## src/rtl/decode_stage_pipe.sv

```systemverilog
// RV32I/RV32E decode stage: instruction decode, register file with writeback
// bypass, immediate generation and the ID/EX pipeline register (stall/flush).
module decode_stage_pipe #(
  parameter int XLEN  = 32,
  parameter int NREG  = 32,
  parameter int ALUCW = 4
) (
  input  logic             clk,
  input  logic             rst,
  input  logic [31:0]      InstrD,
  input  logic [XLEN-1:0]  PCD,
  input  logic [XLEN-1:0]  PCPlus4D,
  input  logic             ValidD,
  input  logic             StallD,
  input  logic             FlushE,
  input  logic             RegWriteW,
  input  logic [4:0]       RDW,
  input  logic [XLEN-1:0]  ResultW,
  output logic             ValidE,
  output logic             RegWriteE,
  output logic             ALUSrcE,
  output logic             MemWriteE,
  output logic             BranchE,
  output logic             JumpE,
  output logic             IllegalE,
  output logic [1:0]       ResultSrcE,
  output logic [ALUCW-1:0] ALUControlE,
  output logic [XLEN-1:0]  RD1_E,
  output logic [XLEN-1:0]  RD2_E,
  output logic [XLEN-1:0]  Imm_Ext_E,
  output logic [XLEN-1:0]  PCE,
  output logic [XLEN-1:0]  PCPlus4E,
  output logic [4:0]       RS1_E,
  output logic [4:0]       RS2_E,
  output logic [4:0]       RD_E
);

  localparam int         IDXW   = $clog2(NREG);
  localparam logic [5:0] NREG_L = 6'(NREG);

  localparam logic [6:0] OP_LOAD  = 7'b0000011;
  localparam logic [6:0] OP_STORE = 7'b0100011;
  localparam logic [6:0] OP_R     = 7'b0110011;
  localparam logic [6:0] OP_I     = 7'b0010011;
  localparam logic [6:0] OP_BR    = 7'b1100011;
  localparam logic [6:0] OP_JAL   = 7'b1101111;
  localparam logic [6:0] OP_LUI   = 7'b0110111;

  localparam logic [ALUCW-1:0] ALU_ADD   = ALUCW'(0);
  localparam logic [ALUCW-1:0] ALU_SUB   = ALUCW'(1);
  localparam logic [ALUCW-1:0] ALU_AND   = ALUCW'(2);
  localparam logic [ALUCW-1:0] ALU_OR    = ALUCW'(3);
  localparam logic [ALUCW-1:0] ALU_XOR   = ALUCW'(4);
  localparam logic [ALUCW-1:0] ALU_SLT   = ALUCW'(5);
  localparam logic [ALUCW-1:0] ALU_SLL   = ALUCW'(6);
  localparam logic [ALUCW-1:0] ALU_SRL   = ALUCW'(7);
  localparam logic [ALUCW-1:0] ALU_SRA   = ALUCW'(8);
  localparam logic [ALUCW-1:0] ALU_PASSB = ALUCW'(9);

  typedef struct packed {
    logic             valid;
    logic             reg_write;
    logic             alu_src;
    logic             mem_write;
    logic             branch;
    logic             jump;
    logic             illegal;
    logic [1:0]       result_src;
    logic [ALUCW-1:0] alu_ctrl;
    logic [XLEN-1:0]  rd1;
    logic [XLEN-1:0]  rd2;
    logic [XLEN-1:0]  imm;
    logic [XLEN-1:0]  pc;
    logic [XLEN-1:0]  pc4;
    logic [4:0]       rs1;
    logic [4:0]       rs2;
    logic [4:0]       rd;
  } idex_t;

  function automatic logic in_range(input logic [4:0] idx);
    return {1'b0, idx} < NREG_L;
  endfunction

  // sub_ok: only R-type uses funct7[5] to pick SUB; I-type only for SRAI.
  // SLTU has no dedicated encoding and shares the SLT code.
  function automatic logic [ALUCW-1:0] alu_op(input logic [2:0] f3, input logic alt,
                                              input logic sub_ok);
    case (f3)
      3'b000:  return (alt && sub_ok) ? ALU_SUB : ALU_ADD;
      3'b001:  return ALU_SLL;
      3'b010:  return ALU_SLT;
      3'b011:  return ALU_SLT;
      3'b100:  return ALU_XOR;
      3'b101:  return alt ? ALU_SRA : ALU_SRL;
      3'b110:  return ALU_OR;
      default: return ALU_AND;
    endcase
  endfunction

  logic [6:0]      opcode;
  logic [2:0]      funct3;
  logic            f7b5;
  logic [4:0]      rs1, rs2, rd;
  logic            wb_en;
  logic [XLEN-1:0] rd1, rd2;
  logic [XLEN-1:0] regs [NREG];

  assign opcode = InstrD[6:0];
  assign funct3 = InstrD[14:12];
  assign f7b5   = InstrD[30];
  assign rs1    = InstrD[19:15];
  assign rs2    = InstrD[24:20];
  assign rd     = InstrD[11:7];
  assign wb_en  = RegWriteW && (RDW != 5'd0);

  always_ff @(posedge clk) begin
    if (rst) begin
      for (int i = 0; i < NREG; i++) regs[i] <= '0;
    end else if (wb_en && in_range(RDW)) begin
      regs[RDW[IDXW-1:0]] <= ResultW;
    end
  end

  always_comb begin
    rd1 = '0;
    rd2 = '0;
    if (wb_en && RDW == rs1)               rd1 = ResultW;
    else if (rs1 != 5'd0 && in_range(rs1)) rd1 = regs[rs1[IDXW-1:0]];
    if (wb_en && RDW == rs2)               rd2 = ResultW;
    else if (rs2 != 5'd0 && in_range(rs2)) rd2 = regs[rs2[IDXW-1:0]];
  end

  idex_t       dec, q;
  logic        known, use_rs1, use_rs2, use_rd;
  logic [31:0] imm32;

  always_comb begin
    dec       = '0;
    dec.valid = 1'b1;
    dec.pc    = PCD;
    dec.pc4   = PCPlus4D;
    dec.rs1   = rs1;
    dec.rs2   = rs2;
    dec.rd    = rd;
    dec.rd1   = rd1;
    dec.rd2   = rd2;
    known     = 1'b1;
    use_rs1   = 1'b0;
    use_rs2   = 1'b0;
    use_rd    = 1'b0;
    imm32     = {{20{InstrD[31]}}, InstrD[31:20]};
    case (opcode)
      OP_LOAD: begin
        dec.reg_write = 1'b1; dec.alu_src = 1'b1; dec.result_src = 2'b01;
        use_rs1 = 1'b1; use_rd = 1'b1;
      end
      OP_STORE: begin
        dec.mem_write = 1'b1; dec.alu_src = 1'b1;
        use_rs1 = 1'b1; use_rs2 = 1'b1;
        imm32 = {{20{InstrD[31]}}, InstrD[31:25], InstrD[11:7]};
      end
      OP_R: begin
        dec.reg_write = 1'b1; dec.alu_ctrl = alu_op(funct3, f7b5, 1'b1);
        use_rs1 = 1'b1; use_rs2 = 1'b1; use_rd = 1'b1;
      end
      OP_I: begin
        dec.reg_write = 1'b1; dec.alu_src = 1'b1;
        dec.alu_ctrl = alu_op(funct3, f7b5, 1'b0);
        use_rs1 = 1'b1; use_rd = 1'b1;
      end
      OP_BR: begin
        dec.branch = 1'b1; dec.alu_ctrl = ALU_SUB;
        use_rs1 = 1'b1; use_rs2 = 1'b1;
        imm32 = {{19{InstrD[31]}}, InstrD[31], InstrD[7], InstrD[30:25], InstrD[11:8], 1'b0};
      end
      OP_JAL: begin
        dec.reg_write = 1'b1; dec.jump = 1'b1; dec.result_src = 2'b10;
        use_rd = 1'b1;
        imm32 = {{11{InstrD[31]}}, InstrD[31], InstrD[19:12], InstrD[20], InstrD[30:21], 1'b0};
      end
      OP_LUI: begin
        dec.reg_write = 1'b1; dec.alu_src = 1'b1; dec.alu_ctrl = ALU_PASSB;
        use_rd = 1'b1;
        imm32 = {InstrD[31:12], 12'b0};
      end
      default: known = 1'b0;
    endcase
    dec.imm     = XLEN'($signed(imm32));
    dec.illegal = !known || (use_rs1 && !in_range(rs1)) ||
                  (use_rs2 && !in_range(rs2)) || (use_rd && !in_range(rd));
    // An illegal instruction still travels down the pipe but must not side-effect.
    if (dec.illegal) begin
      dec.reg_write = 1'b0;
      dec.mem_write = 1'b0;
      dec.branch    = 1'b0;
      dec.jump      = 1'b0;
    end
  end

  // Bubbles are all-zero; a held entry keeps its operands even if writeback
  // later updates its source registers (the forwarding unit covers that).
  always_ff @(posedge clk) begin
    if (rst)          q <= '0;
    else if (FlushE)  q <= '0;
    else if (!StallD) q <= ValidD ? dec : '0;
  end

  assign ValidE      = q.valid;
  assign RegWriteE   = q.reg_write;
  assign ALUSrcE     = q.alu_src;
  assign MemWriteE   = q.mem_write;
  assign BranchE     = q.branch;
  assign JumpE       = q.jump;
  assign IllegalE    = q.illegal;
  assign ResultSrcE  = q.result_src;
  assign ALUControlE = q.alu_ctrl;
  assign RD1_E       = q.rd1;
  assign RD2_E       = q.rd2;
  assign Imm_Ext_E   = q.imm;
  assign PCE         = q.pc;
  assign PCPlus4E    = q.pc4;
  assign RS1_E       = q.rs1;
  assign RS2_E       = q.rs2;
  assign RD_E        = q.rd;

endmodule

```

## config.mk

```make
export PLATFORM = sky130hd
export DESIGN_NAME = decode_stage_pipe
export DESIGN_NICKNAME = d
export VERILOG_FILES = /design/src/rtl/decode_stage_pipe.sv
export SDC_FILE = /design/constraint.sdc
export NUM_CORES = 2
export LEC_CHECK = 0
export BUFFER_PORTS_ARGS = -buffer_cell sky130_fd_sc_hd__buf_4
export CAP_MARGIN = 20
export CELL_PAD_IN_SITES_DETAIL_PLACEMENT = 0
export CELL_PAD_IN_SITES_GLOBAL_PLACEMENT = 1
export CORE_UTILIZATION = 40
export CTS_BUF_LIST = sky130_fd_sc_hd__clkbuf_8 sky130_fd_sc_hd__clkbuf_16
export DETAILED_ROUTE_END_ITERATION = 16
export PLACE_DENSITY_LB_ADDON = 0.1
export SYNTH_ARGS = -nofsm -noshare
export SYNTH_HDL_FRONTEND = slang
export SYNTH_SLANG_ARGS = --single-unit
```

## constraint.sdc

```tcl
create_clock -name clk -period 1.9 [get_ports clk]
set_input_delay 0 -clock clk [delete_from_list [all_inputs] [get_ports clk]]
set_output_delay 0 -clock clk [all_outputs]
set_load 0.05 [all_outputs]
```

==> summary.md <==
| Metric | Value |
|---|---|
| Top FF cell, synth | `edfxtp_1` |
| Simple-gate area share of the yosys netlist | `around 14%` |
| Slowest stage delay, CP | `0.48 ns` |
| First-pass GRT wire length | `349000 microns` |
| Final non-filler cell total | `7260` |
| Synth-to-Final Area Change | `28.4%` |
| Clock tree from TritonCTS | `yes` |
| Leak | `28.7 nW` |
| Clk Latency, worst-skew pair | `between 0.7 and 0.8 ns` |
| Total Power | `68.0 mW` |
| Clock Pin Slew Worst Setup and Hold Paths | `0.06 ns` |
| DR vias/cell | `6.05` |
| Count leader, synth | `edfxtp_1` |
| Final setup viols | `6` |
| Post-route antenna net violation count | `0` |
| Chip height | `393 microns` |
| FF+latch count, synth | `1212` |
| Post-synthesis adder-cell area fraction | `0%` |
| Fmax | `517 MHz` |
| Tightest Pin Transition | `0.924 ns` |
| Min-Delay Path Class | `in2reg` |
| Top cells by count, synth | `edfxtp_1 (1024), and2_1 (996), mux4_2 (436), clkbuf_1 (334), dfxtp_1 (188)` |
| Die Width | `393 microns` |
| Total Routing Usage GR | `between 30% and 40%` |
| H-tree depth | `4` |
| CP bufs+invs | `0` |
| Final number of hold-violating endpoints | `0` |
| Synth Warn # | `0` |
| Initial DRC count | `about 5600` |
| CTS root buffer | `clkbuf_16` |
| PortBufs | `326` |
| # DRC | `0` |
| Maximum VDD drop | `about 770 uV` |
| Initial core utilization | `slightly above 40%` |
| Maxcap violations | `0` |
| NumNets Final | `5263` |
| Ys async rst share | `0%` |
| Initial antenna violation count | `18` |
| Syn Inst Count | `4313` |
| Placer Congestion | `~0.9` |
| Post-Synth XOR/XNOR Area | `0.144%` |
| Layout cell share with drive strength beyond 1 | `31.4%` |
| Required time of the critical path | `about 2.6 ns` |
| Status | `finished, violations left` |
| Row cnt | `142` |
| Congestion Overflow GR | `0` |
| Largest net degree at the start of global routing | `80` |
| WL/cell | `34.8 microns` |
| Post-Place Cells | `6687` |
| Max-slew headroom | `38.4%` |
| Vias in the first global route | `43900` |
| Number of library cell types mapped by synthesis | `61` |
| Largest family of logic cells by synthesized area | `multiplexers` |
| Crit share post-route | `102%` |
| Top Family by Delay on Critical Path | `compound AO/OA/AOI/OAI gates` |
| Worst endpoint data arrival time | `about 2.6 ns` |
| RSZ-0062 raised after global routing | `yes` |
| Largest cells by area after synthesis | `edfxtp_1 (50%), mux4_2 (16%), and2_1 (10%), dfxtp_1 (6.2%), mux2i_1 (3.0%)` |
| Total Wirelength | `252000 microns` |
| Drt pass-1 iters | `5` |
| Tmin final | `1.93 ns` |
| Post-synthesis instance area | `0.0610 sq mm` |
| Number of clock sinks | `1212` |
| Post-synthesis sequential area ratio | `56.6%` |
| CP Max Fanout | `2` |
| TritonCTS buffer count | `145` |
| WS Path Type | `reg2reg` |
| Clock skew | `approximately 0.025 ns` |
| Post-synth top area share | `50.4%` |
| DP HPWL | `approximately 160000 microns` |
| CP Cell Sequence | `mux4_2, a22o_2, a211oi_1, nor4_1, a221o_1` |
| Power Density | `~870 mW/mm^2` |
| CP endpoint kind | `register` |
| Number of flops mapped to enable cells by yosys | `just over 1000` |
| Io pins | `327` |
| Failing checks | `negative setup slack` |
| Multiplexer share of the synthesized area | `19.8%` |
| Max Root-Sink Buffers | `3` |
| Via count | `43900` |
| Die area | `0.154 sq mm` |
| Max-slew violations | `0` |
| Compound-Gate Fraction of Synth Area | `6.57%` |
| CP max stage cell | `mux4_2` |
| Worst setup margin | `-0.0328 ns` |
| Post-Syn Area per Cell | `14.1 sq um` |
| Cell taking the most area after synthesis | `edfxtp_1` |
| Startpoint Class | `register` |
| Core Region | `0.151 sq mm` |
| Place WS | `-0.451 ns` |
## final timing paths
check,startpoint,end,slack (ns),depth (start not counted)
max,regs[30][26],RD1_E[26],-0.03,5
min,StallD,RS1_E[4],0.01,5
max reg2reg,regs[30][26],RD1_E[26],-0.03,5
min reg2reg,Imm_Ext_E[23],Imm_Ext_E[23],0.46,2
## state kept, by name (all words and copies together) (netlist names)
name         cells
ALUControlE      4
ALUSrcE          1
BranchE          1
IllegalE         1
Imm_Ext_E       32
JumpE            1
MemWriteE        1
PCE             32
PCPlus4E        32
RD1_E           32
RD2_E           32
RD_E             5
RS1_E            5
RS2_E            5
RegWriteE        1
ResultSrcE       2
ValidE           1
regs          1024
## cell families (layout without fill, tap and decap cells)
family,Yosys count,count (layout)
other,1,38
flip-flops,1212,1212
multiplexers,654,654
buffers and inverters,466,1360
AND/OR/NAND/NOR,1443,1443
XOR/XNOR,10,10
AO/OA/AOI/OAI,527,527
## through the flow
stage / hold slack [ns] / instance area [sq um] / util [%] / TNS [ns]
after floorplan: 0.131 / 61100 / - / 0
after global placement: 0.234 / 69900 / 46.4 / -23.86
after detailed placement: 0.240 / 69900 / 46.4 / -21.49
after CTS: 0.000953 / 77900 / 51.7 / -0.129
after global routing: 0.0137 / 78300 / 52.0 / -0.796
final: 0.0115 / 78300 / 52.0 / -0.0989
## per-layer routing
metal / vias to the layer above / wire, microns / GRT usage [%]
li1: 18200 / - / -
met1: 22800 / 99900 / 42.8
met2: 2436 / 121000 / 53.8
met3: 479 / 21800 / 6.68
met4: 4 / 9160 / 11.5
met5: - / 23 / 0
## worst register-to-register path, delay by kind of cell (launching register included)
family / cells / cell delay, ns
compound gates: 3 / 0.87
flops: 1 / 0.39
mux: 1 / 0.48
simple gates: 1 / 0.07
## power breakdown
| part | switching, mW | internal [mW] | leakage (nW) | total [mW] |
|---|---|---|---|---|
| Combinational | 4.90 | 4.03 | 14.9 | 8.93 |
| Clock | 11.5 | 16.7 | 2.49 | 28.2 |
| Sequential | 0.783 | 30.1 | 11.3 | 30.9 |
## placed cells by master (no fill, tap or decap), drive strengths merged, types with 32 or more instances in the layout
master / count
a211oi: 32
a21oi: 36
a221oi: 33
a22oi: 151
and2: 998
buf: 805
clkbuf: 160
clkinv: 39
conb: 32
dfxtp: 188
dlygate4sd3: 286
edfxtp: 1024
inv: 49
mux2: 38
mux2i: 180
mux4: 436
nand2: 128
nand3: 46
nor2: 142
nor4: 33
o21ai: 54
o221ai: 59
o22ai: 52
or2: 33
## final cells by class
class	instances	area, sq um
Fill cell	12600	72300
Sequential cell	1212	34500
Multi-Input combinational cell	2666	25500
Timing Repair Buffer	1095	11000
Clock buffer	158	3860
Tap cell	2016	2520
Clock inverter	103	880
Inverter	4	15.0
Antenna cell	6	15.0
## what timing repair did
action,4_1_cts,5_1_grt
gates resized for setup,43,61
cloned,0,2
setup endpoints to repair,20,59
hold buffers,303,2
setup buffers,2,16
endpoints found under the hold margin,1181,1
pin swaps,13,23
(Power assumes the default switching activity.)
